===== config.mk =====
export PLATFORM = sky130hd
export DESIGN_NAME = rf_write_arbiter
export DESIGN_NICKNAME = d
export VERILOG_FILES = /design/src/rtl/rf_write_arbiter.sv
export SDC_FILE = /design/constraint.sdc
export NUM_CORES = 1
export LEC_CHECK = 0
export CORE_ASPECT_RATIO = 1.25
export CORE_MARGIN = 3
export CORE_UTILIZATION = 45
export CTS_BUF_LIST = sky130_fd_sc_hd__clkbuf_8
export CTS_CLUSTER_SIZE = 40
export DETAILED_ROUTE_END_ITERATION = 8
export PLACE_DENSITY = 0.79
export SLEW_MARGIN = 20
export SYNTH_ARGS = -nofsm -noshare
export SYNTH_HDL_FRONTEND = slang
export SYNTH_SLANG_ARGS = --single-unit

===== constraint.sdc =====
create_clock -name clk -period 3.11 [get_ports clk]
set_clock_uncertainty 0.2 [all_clocks]
set_input_delay 0.4665 -clock clk [delete_from_list [all_inputs] [get_ports clk]]
set_output_delay 0.4665 -clock clk [all_outputs]
set_load 0.01 [all_outputs]

===== src/rtl/rf_write_arbiter.sv =====
// Shares the regfile write port between the in-order writeback stage and a
// long-latency result source. Pipeline writes win; long-latency results queue.
//
// state   | meaning
// --------+-----------------------------------------------------------
// S_IDLE  | queue empty, starve counter cleared
// S_WAIT  | queue holds a valid head, counting cycles without a pop
// S_STALL | head waited STARVE_LIMIT cycles, stall_req held until a pop
module rf_write_arbiter #(
   parameter int DEPTH        = 2,
   parameter int STARVE_LIMIT = 4
) (
   input  logic                       clk,
   input  logic                       rst_n,
   input  logic                       wb_valid,
   input  logic [4:0]                 wb_rd,
   input  logic [31:0]                wb_data,
   input  logic                       lu_valid,
   input  logic [4:0]                 lu_rd,
   input  logic [31:0]                lu_data,
   output logic                       lu_ready,
   output logic                       rf_we,
   output logic [4:0]                 rf_waddr,
   output logic [31:0]                rf_wdata,
   output logic                       stall_req,
   output logic [$clog2(DEPTH):0]     pend_cnt
);

   localparam int AW = $clog2(DEPTH);
   localparam int CW = AW + 1;
   localparam int SW = $clog2(STARVE_LIMIT + 1);

   localparam logic [1:0] S_IDLE  = 2'd0;
   localparam logic [1:0] S_WAIT  = 2'd1;
   localparam logic [1:0] S_STALL = 2'd2;

   logic [4:0]    q_rd   [DEPTH];
   logic [31:0]   q_data [DEPTH];
   logic [4:0]    n_rd   [DEPTH];
   logic [31:0]   n_data [DEPTH];
   logic [CW-1:0] cnt_q, cnt_d;
   logic [SW-1:0] starve_q, starve_d;
   logic [1:0]    state_q, state_d;
   logic          stall_d;

   logic wb_hit, lu_xfer, lu_live, pop, bypass, enq;

   assign wb_hit   = wb_valid && (wb_rd != 5'd0);
   assign lu_ready = (cnt_q < CW'(DEPTH));
   assign lu_xfer  = lu_valid && lu_ready;
   // Results for r0 or for a register the pipeline is writing now are stale.
   assign lu_live  = lu_xfer && (lu_rd != 5'd0) && !(wb_hit && (lu_rd == wb_rd));
   assign pop      = !wb_hit && (cnt_q != '0);
   assign bypass   = !wb_hit && (cnt_q == '0) && lu_live;
   assign enq      = lu_live && !bypass;
   assign pend_cnt = cnt_q;

   // The queue is kept compacted: squashed entries and the popped head are
   // removed in one step, so slot 0 is always a valid head when cnt_q != 0.
   always_comb begin
      logic [CW-1:0] k;
      n_rd   = q_rd;
      n_data = q_data;
      k      = '0;
      for (int i = 0; i < DEPTH; i++) begin
         if ((CW'(i) < cnt_q) && !(pop && (i == 0)) &&
             !(wb_hit && (q_rd[i] == wb_rd))) begin
            n_rd[k[AW-1:0]]   = q_rd[i];
            n_data[k[AW-1:0]] = q_data[i];
            k = k + CW'(1);
         end
      end
      if (enq) begin
         n_rd[k[AW-1:0]]   = lu_rd;
         n_data[k[AW-1:0]] = lu_data;
         k = k + CW'(1);
      end
      cnt_d = k;
   end

   always_comb begin
      state_d  = state_q;
      starve_d = starve_q;
      stall_d  = stall_req;
      if (cnt_d == '0) begin
         state_d  = S_IDLE;
         starve_d = '0;
         stall_d  = 1'b0;
      end else if (pop) begin
         state_d  = S_WAIT;
         starve_d = '0;
         stall_d  = 1'b0;
      end else if (state_q == S_STALL) begin
         stall_d = 1'b1;
      end else if (cnt_q != '0) begin
         if (starve_q == SW'(STARVE_LIMIT)) begin
            state_d = S_STALL;
            stall_d = 1'b1;
         end else begin
            state_d  = S_WAIT;
            starve_d = starve_q + SW'(1);
         end
      end else begin
         state_d  = S_WAIT;
         starve_d = '0;
      end
   end

   always_ff @(posedge clk) begin
      q_rd   <= n_rd;
      q_data <= n_data;
   end

   always_ff @(posedge clk or negedge rst_n) begin
      if (!rst_n) begin
         cnt_q     <= '0;
         starve_q  <= '0;
         state_q   <= S_IDLE;
         stall_req <= 1'b0;
         rf_we     <= 1'b0;
         rf_waddr  <= 5'd0;
         rf_wdata  <= 32'd0;
      end else begin
         cnt_q     <= cnt_d;
         starve_q  <= starve_d;
         state_q   <= state_d;
         stall_req <= stall_d;
         rf_we     <= wb_hit || pop || bypass;
         if (wb_hit) begin
            rf_waddr <= wb_rd;
            rf_wdata <= wb_data;
         end else if (pop) begin
            rf_waddr <= q_rd[0];
            rf_wdata <= q_data[0];
         end else if (bypass) begin
            rf_waddr <= lu_rd;
            rf_wdata <= lu_data;
         end
      end
   end

endmodule

==> metrics.txt <==
first-pass GRT wire length 27700 um; # DRC 0; clk_lat worst skew 0.43 ns; synth unique cells 43; Critical Path Sink Type flip-flop; Post-synth EDFFs 37; Num CTS Buffers 17; pre-CTS setup slack -0.3291 ns; Routed Wire Length 17550 um; #FFs+latches synth 120; Final Slew Violations 0; share of layout cells above drive strength 1 0.09744; VDD IR max 0.0004449 V; Core Util, Final 0.6163; Clock Tree Buf Depth 2; CTS root buffer clkbuf_8; Rel. slew slack 0.4343; Sink Count 120; Main synth FF type dfrtp_1; Syn. warnings 0; Worst Path Max Fanout 23; Fmax achieved 0.3329 GHz; critical path class input port to flip-flop; Area growth, synth to finish 31.43%; final setup vio count 0; routed len/inst 18.59 um; Final WS setup 0.1063 ns; Hold Fails Final Rpt 0; antenna violations before repair 0; Post-Syn Area 5808 um2; antenna cells 0; Worst Path Arrival 3.15 ns; synthesized netlist cell count 654; commonest non-fill, non-tap cell in the layout clkdlybuf4s50_1; port bufs 119; Worst setup SP type input port; antenna viol nets, final 0; Initial Util 0.4689; row cnt 45; gr usage total 0.2479; Core Region 12390 um2; commonest cells after routing, fill and taps aside 118 x clkdlybuf4s50_1, 112 x nand2_1, 73 x o21ai_0; measured slew at the worst slew-check pin 0.8485 ns; largest net degree at the start of global routing 73; DP HPWL 11690 um; I/O pin count 120; Die Area 14310 um2; worst hold path class flip-flop to flip-flop; number of max-cap violations 0; final period utilization 0.9658; Seq/Total Area, Yosys 0.5170; syn_nets 736; CP required 3.26 ns; vias after detailed routing 5565; first-iteration detailed-routing DRC count 571; PD cells 917.9 nW/um2; GPL Wtd Cong 0.8592; total grt overflow 0; nets 849; setup_tns 0 ns; vias in the first global route 5482; area post-placement 7224 um2; CTS tree done; Max H-tree Level 4; die height 133.0 um; post-DR vias/cell 5.895; status complete, no violations; die width 107.6 um; Synth Area per Inst 8.881 um2; final instance area 7634 um2; asr flop ratio synth 0.3833; P_leak 2.903 nW; Tmin final 3.004 ns; Worst-path clk slew 0.07 ns; drt first pass iters 7
[flip-flops by register name, indices dropped and copies added, names as in the netlist]
register   cells
pend_cnt       2
q_data        64
q_rd          10
rf_waddr       5
rf_wdata      32
rf_we          1
stall_req      1
starve_q       3
state_q        2
[Yosys cell counts, types with 5 or more instances]
cell type	instances	area [um2]
dfxtp_1	37	740.7
a211oi_1	5	37.54
a31oi_1	35	219.0
nor2_1	10	37.54
nand2_1	112	420.4
edfxtp_1	37	1111
dfrtp_1	46	1151
xnor2_1	11	96.34
o21ai_0	73	365.4
and2_1	37	231.5
clkbuf_1	30	112.6
nor3_1	37	185.2
nand3_1	38	190.2
a21oi_1	71	355.3
inv_1	9	33.78
buf_2	20	100.1
xor2_1	5	43.79
[logic make-up after synthesis]
group                      after synthesis  synth area share
and+or+nand+nor                        242            0.1958
AOI/OAI and AO/OA                      203            0.1973
DFF                                    120            0.5170
buffers and inverters                   67           0.05364
xor gates and xnor gates                16           0.02413
adders and majority gates                4          0.008617
muxes                                    2          0.003447
[routing by layer]
metal	share of wire	global-route usage	up-vias
met1	0.35	0.2892	2655
met4	0.038	0.1277	0
met5	0	0	-
met3	0.078	0.04783	49
li1	-	-	2528
met2	0.53	0.4274	333
[metrics by stage]
step                      cells  power [mW]  hold slack [ns]
after floorplan             654       4.390         -0.02909
after global placement      911       5.448           0.2635
after detailed placement    911       5.598           0.2691
after CTS                   943       6.990          0.05486
after global routing        944       7.444           0.3161
final                       944       7.007           0.2792
[repair_timing]
item | CTS | global route
setup buffers | 0 | 0
gates resized for setup | 0 | 2
endpoints found under the setup margin | 0 | 9
hold endpoints to repair | 0 | 46
hold buffers | 0 | 1
[worst paths after layout]
| kind | to | slack [ns] | start | cells past startpoint |
|---|---|---|---|---|
| setup / recovery | q_data[54]$_DFF_P_ | 0.11 | wb_rd[3] | 11 |
| hold / removal | rf_wdata[27]$_DFFE_PN0P_ | 0.28 | rf_wdata[27]$_DFFE_PN0P_ | 2 |
| setup reg to reg | q_data[54]$_DFF_P_ | 0.32 | q_rd[0]$_DFFE_PP_ | 9 |
| hold reg to reg | rf_wdata[27]$_DFFE_PN0P_ | 0.28 | rf_wdata[27]$_DFFE_PN0P_ | 2 |
| max in group asynchronous | rf_wdata[27]$_DFFE_PN0P_ | 1.90 | rst_n | 2 |
| min in group asynchronous | starve_q[2]$_DFFE_PN0P_ | 0.40 | rst_n | 2 |
[where the power goes]
group | leakage, nW | switching (mW) | total [mW] | internal, mW
logic | 1.48 | 1.75 | 3.04 | 1.29
registers | 1.22 | 0.318 | 2.59 | 2.27
clock network | 0.211 | 0.634 | 1.38 | 0.748
[critical path: stages]
cell and delay, ns:
clkdlybuf4s50_1 0.50, buf_4 0.15, xnor2_1 0.12, nand2_1 0.09
o41a_4 0.50, inv_2 0.08, ha_4 0.20, a2111o_1 0.39
or2_1 0.27, buf_6 0.20, a31oi_1 0.17
[final cells by class]
| class | count | area, um2 |
|---|---|---|
| Tap cell | 164 | 205.2 |
| Inverter | 11 | 41.29 |
| Clock buffer | 19 | 261.5 |
| Timing Repair Buffer | 150 | 1469 |
| Sequential cell | 120 | 3003 |
| Clock inverter | 13 | 127.6 |
| Multi-Input combinational cell | 467 | 2526 |
| Fill cell | 1054 | 4753 |
Power figures use the tool's default switching activity.
